**config.mk**
```make
export PLATFORM = sky130hd
export DESIGN_NAME = uart_rx
export DESIGN_NICKNAME = d
export VERILOG_FILES = /design/src/rtl/uart_defs_pkg.sv /design/src/rtl/uart_rx_sync.sv /design/src/rtl/uart_rx.sv
export SDC_FILE = /design/constraint.sdc
export NUM_CORES = 1
export LEC_CHECK = 0
export ABC_AREA = 1
export CAP_MARGIN = 25
export CORE_MARGIN = 2
export CORE_UTILIZATION = 50
export CTS_CLUSTER_SIZE = 8
export DETAILED_ROUTE_END_ITERATION = 16
export PLACE_DENSITY_LB_ADDON = 0.05
export SYNTH_ARGS = -nofsm -noshare
export SYNTH_HDL_FRONTEND = slang
export SYNTH_SLANG_ARGS = --single-unit
```
**constraint.sdc**
```tcl
create_clock -name clk -period 3.6 [get_ports clk]
set_input_delay 0.72 -clock clk [delete_from_list [all_inputs] [get_ports clk]]
set_output_delay 0.72 -clock clk [all_outputs]
set_load 0.03 [all_outputs]
```
**src/rtl/uart_defs_pkg.sv**
```systemverilog
// Shared UART definitions: oversampling default, FSM state encodings and
// frame shape constants used by both the transmit and receive paths.
package uart_defs;

   localparam int OVERSAMPLE_DEF = 16;
   localparam int DATA_BITS      = 8;
   localparam int STOP_BITS      = 1;

   localparam logic [1:0] ST_IDLE  = 2'd0;
   localparam logic [1:0] ST_START = 2'd1;
   localparam logic [1:0] ST_DATA  = 2'd2;
   localparam logic [1:0] ST_STOP  = 2'd3;

endpackage

```
**src/rtl/uart_rx_sync.sv**
```systemverilog
// rx synchronizer plus a two-deep history of tick samples; maj is the vote of
// the two previous tick samples and the current synced level.
module uart_rx_sync #(
   parameter int SYNC_STAGES = 2
) (
   input  logic clk,
   input  logic rst,
   input  logic sample_tick,
   input  logic rx,
   output logic rx_s,
   output logic maj
);

   logic [SYNC_STAGES-1:0] sync_q;
   logic [1:0]             hist_q;

   function automatic logic maj3(input logic a, input logic b, input logic c);
      return (a & b) | (a & c) | (b & c);
   endfunction

   always_ff @(posedge clk) begin
      if (rst) begin
         sync_q <= '1;
         hist_q <= 2'b11;
      end else begin
         sync_q <= {sync_q[SYNC_STAGES-2:0], rx};
         if (sample_tick) hist_q <= {hist_q[0], rx_s};
      end
   end

   assign rx_s = sync_q[SYNC_STAGES-1];
   assign maj  = maj3(hist_q[1], hist_q[0], rx_s);

endmodule

```
**src/rtl/uart_rx.sv**
```systemverilog
// 8N1 UART receiver with oversampled 3-sample majority voting, a one-byte
// holding register and sticky frame/overrun status cleared by a read.
module uart_rx
   import uart_defs::*;
#(
   parameter int OVERSAMPLE  = OVERSAMPLE_DEF,
   parameter int SYNC_STAGES = 2
) (
   input  logic       clk,
   input  logic       rst,
   input  logic       sample_tick,
   input  logic       rx,
   input  logic       rd_ack,
   output logic [7:0] data,
   output logic       data_ready,
   output logic       busy,
   output logic       frame_err,
   output logic       overrun
);

   localparam int PH_W = $clog2(OVERSAMPLE);
   localparam int BC_W = $clog2(DATA_BITS);
   localparam logic [PH_W-1:0] PH_MID  = PH_W'(OVERSAMPLE / 2 - 1);
   localparam logic [PH_W-1:0] PH_LAST = PH_W'(OVERSAMPLE - 1);
   localparam logic [BC_W-1:0] BC_LAST = BC_W'(DATA_BITS - 1);

   logic [1:0]           state;
   logic [PH_W-1:0]      phase;
   logic [BC_W-1:0]      bit_cnt;
   logic [DATA_BITS-1:0] shreg;
   logic                 armed;
   logic                 rx_s;
   logic                 maj;
   logic                 good_frame;
   logic                 bad_frame;
   logic                 ack_hit;

   uart_rx_sync #(.SYNC_STAGES(SYNC_STAGES)) u_sync (
      .clk         (clk),
      .rst         (rst),
      .sample_tick (sample_tick),
      .rx          (rx),
      .rx_s        (rx_s),
      .maj         (maj)
   );

   assign good_frame = sample_tick && (state == ST_STOP) && (phase == PH_LAST) && maj;
   assign bad_frame  = sample_tick && (state == ST_STOP) && (phase == PH_LAST) && !maj;
   assign ack_hit    = rd_ack && data_ready;
   assign busy       = (state != ST_IDLE);

   // armed blocks a restart until the line has been seen high in IDLE (break, reset mid-frame)
   always_ff @(posedge clk) begin
      if (rst) begin
         state   <= ST_IDLE;
         phase   <= '0;
         bit_cnt <= '0;
         shreg   <= '0;
         armed   <= 1'b0;
      end else if (sample_tick) begin
         case (state)
            ST_IDLE: begin
               if (rx_s) begin
                  armed <= 1'b1;
               end else if (armed) begin
                  state <= ST_START;
                  phase <= '0;
                  armed <= 1'b0;
               end
            end
            ST_START: begin
               if (phase == PH_MID) begin
                  phase   <= '0;
                  bit_cnt <= '0;
                  state   <= maj ? ST_IDLE : ST_DATA;
               end else begin
                  phase <= phase + 1'b1;
               end
            end
            ST_DATA: begin
               if (phase == PH_LAST) begin
                  phase <= '0;
                  shreg <= {maj, shreg[DATA_BITS-1:1]};
                  if (bit_cnt == BC_LAST) state <= ST_STOP;
                  else bit_cnt <= bit_cnt + 1'b1;
               end else begin
                  phase <= phase + 1'b1;
               end
            end
            ST_STOP: begin
               if (phase == PH_LAST) begin
                  phase <= '0;
                  state <= ST_IDLE;
               end else begin
                  phase <= phase + 1'b1;
               end
            end
            default: state <= ST_IDLE;
         endcase
      end
   end

   // A load coinciding with rd_ack replaces the consumed byte without flagging overrun
   always_ff @(posedge clk) begin
      if (rst) begin
         data       <= 8'h00;
         data_ready <= 1'b0;
         frame_err  <= 1'b0;
         overrun    <= 1'b0;
      end else begin
         if (good_frame && (!data_ready || rd_ack)) begin
            data       <= shreg;
            data_ready <= 1'b1;
         end else if (ack_hit) begin
            data_ready <= 1'b0;
         end
         if (good_frame && data_ready && !rd_ack) overrun <= 1'b1;
         else if (ack_hit) overrun <= 1'b0;
         if (bad_frame) frame_err <= 1'b1;
         else if (ack_hit) frame_err <= 1'b0;
      end
   end

endmodule

```
==> flow_summary.json <==
{
  "htreeDepth": 2,
  "place_area_um2": 1680,
  "route.detailed.drc": 0,
  "yosysSeqAreaShare_pct": 43.5,
  "num_vias": 1319,
  "timing.reg2reg.setup_slack_ns": 2.04,
  "post_cts_buffers": 0,
  "cap_viol_max_count": 0,
  "std_cell_rows": 19,
  "utilization_pct": 61.4,
  "nNetsFinal": 238,
  "start_kind": "register",
  "hpwl_mm": 1.96,
  "worstHoldPathCells": 1,
  "endpoint_kind": "primary output",
  "critPathKind": "reg2out",
  "grt_first_pass_wirelength_mm": 4.82,
  "worst_pin_slew_ns": 0.726,
  "met3_length_um": 131,
  "syn_nets": 221,
  "reg2reg_from": "phase[0]$_SDFFE_PP0P_",
  "drt_iter0_markers": 62,
  "firstDrtPassIters": 4,
  "crit_fanout": 7,
  "routed_wl_mm": 2.66,
  "muxShareOfSynthArea_pct": 0,
  "ios": 17,
  "synth-seq-cells": 33,
  "clkTransAtPathRegs_ns": 0.11,
  "viasPerCell": 5.03,
  "detail-route-antenna-nets": 0,
  "grt_pass1_vias": 1189,
  "fillers": 283,
  "yosys.area_share.simple_pct": 32.0,
  "die_x_um": 59.1,
  "synth_flop_cell": "dfxtp_1",
  "globalplace.congestion": 0.834,
  "worst_r2r_endpoint": "shreg[1]$_SDFFE_PP0P_",
  "numPortBuffers": 16,
  "syn2layout_area_growth_pct": 14.3,
  "n_antenna_cell": 0,
  "dieArea_um2": 3490,
  "wl_per_cell_um": 10.2,
  "slew_headroom_pct": 51.5,
  "finalSetupViolCount": 0,
  "coreArea_um2": 2830,
  "crit_required_ns": 2.88,
  "synth_top_family_by_area": "simple AND/OR/NAND/NOR gates",
  "synthAdderAreaFrac_pct": 2.47,
  "fin_worst_skew_ns": 0.00781,
  "yosys_warnings": 0,
  "grt_max_degree": 27,
  "synth_xor_area_share_pct": 0,
  "fmax_mhz": 412,
  "clock_path_buffers": 2,
  "hold_violations": 0,
  "vdd_ir_drop_max_mv": 0.290,
  "grt-ovfl-total": 0,
  "synth_cell_types": 23,
  "syn_area_per_cell_um2": 7.13,
  "rsz0062_at_grt": "no",
  "synth_edf_count": 0,
  "cts_buffers": 5,
  "initial_core_util_pct": 53.7,
  "cts-root-buf": "clkbuf_4",
  "setup_ws_ns": 1.17,
  "cts.hold.buffers_added": 0,
  "post-route-min-period_ns": 2.43,
  "drive_above_1_share_pct": 10.8,
  "finish.instance_area_um2": 1740,
  "powerDensity_nw_per_um2": 348,
  "grt_usage_pct": 18.2,
  "postCtsResizedCells": 0,
  "dpl_worst_slack_ns": 1.24,
  "p_leak_nw": 0.777,
  "finalMaxSlewViolations": 0,
  "synth_compound_gate_area_share_pct": 12.0,
  "fp.dieH_um": 59.1,
  "hold_end": "u_sync.sync_q[1]$_SDFF_PP1_",
  "status": "finished clean",
  "setup-tns-final_ns": 0,
  "r2r_cells": 6,
  "synthCells": 213,
  "wl_met2_mm": 1.17,
  "cts_sinks": 33,
  "highest_layer": "met4",
  "hp-start": "u_sync.sync_q[0]$_SDFF_PP1_",
  "wl_met1_mm": 1.31,
  "synthArstFlopShare_pct": 0,
  "hold_path_class": "reg2reg",
  "crit_arrival_ns": 1.71,
  "antenna_found_initial": 0,
  "netlist_area_um2": 1520,
  "layout_worst_path_cycle_share_pct": 67.4,
  "cts_tree": "built",
  "clk_latency_ns": 0.34
}
==> critical path: stages, from the launching register on <==
cell and delay, ns:
dfxtp_1 0.47, inv_2 0.07, nand2_1 0.13, clkdlybuf4s50_1 0.69
==> final cells by class <==
type	count	area [µm²]	area share [%]
well taps	31	38.8	2.23
multi-input cells	143	706	40.6
flip-flops and latches	33	661	38.0
repair buffers	16	160	9.22
clock buffers	5	37.5	2.16
inverters	31	116	6.70
clock inverters	3	17.5	1.01
==> where the power goes <==
part | total, W | switching [W] | internal [W]
logic | 0.0000311 | 0.0000194 | 0.0000117
clock network | 0.000202 | 0.000128 | 0.0000735
registers | 0.000371 | 0.00000280 | 0.000369
==> cells in the final DEF, fill, tap and decap left out, drive strengths merged, types with 2 or more instances in the layout <==
cell	synthesis	routed
nand2	53	53
nand4	2	2
clkinv	0	2
inv	31	31
a21oi	22	22
ha	3	3
nand3	18	18
or2	3	3
o21ai	10	10
clkdlybuf4s50	0	16
nor2	30	30
clkbuf	0	5
dfxtp	33	33
==> stage by stage <==
| step | total power [W] | std cells | hold WS [ns] |
|---|---|---|---|
| after floorplan | 0.000403 | 213 | 0.389 |
| after global placement | 0.000410 | 254 | 0.393 |
| after detailed placement | 0.000411 | 254 | 0.403 |
| after CTS | 0.000615 | 262 | 0.418 |
| after global routing | 0.000631 | 262 | 0.443 |
| final | 0.000605 | 262 | 0.415 |
==> worst max-delay path by stage <==
stage / slack [ns] / startpoint / end
2_1_floorplan: 1.99 / sample_tick / data[6]$_SDFFE_PP0P_
3_3_place_gp: 1.31 / rst / shreg[7]$_SDFFE_PP0P_
3_5_place_dp: 1.24 / rst / shreg[1]$_SDFFE_PP0P_
4_1_cts: 1.14 / register / busy
5_1_grt: 1.08 / register / busy
6_report: 1.17 / register / busy
==> registers in the layout, summed over array words and instances, names as in the netlist, named ones only <==
signal and cells:
frame_err 1, data_ready 1, u_sync.sync_q 2, bit_cnt 3, armed 1, state 1
phase 4, u_sync.hist_q 2, data 8, shreg 8, overrun 1
==> synthesized netlist by cell type, types with 2 or more instances <==
cell	number	area share, %
inv_1	29	7.2
nand4_1	2	0.82
nor2_1	26	6.4
o21ai_1	2	0.66
ha_1	3	2.5
buf_2	5	1.6
o21ai_0	8	2.6
inv_2	2	0.49
a21oi_1	20	6.6
nand3_1	14	4.6
nand3_2	3	2.0
or2_2	3	1.2
nand2_1	51	13
nand2_2	2	0.82
nor2_2	3	1.2
dfxtp_1	33	43
==> routing by layer <==
| layer | vias to the layer above | track usage [%] |
|---|---|---|
| li1 | 701 | - |
| met1 | 582 | 23.6 |
| met2 | 32 | 27.3 |
| met3 | 4 | 6.33 |
| met4 | 0 | 7.79 |
| met5 | - | 0 |
==> kinds of logic (layout without fill, tap and decap cells) <==
group,Yosys count,after routing
adders and majority gates,3,3
and+or+nand+nor,107,107
buffers and inverters,37,55
DFF,33,33
AOI/OAI and AO/OA,33,33
Note: power is estimated with default switching activity, not from simulation.
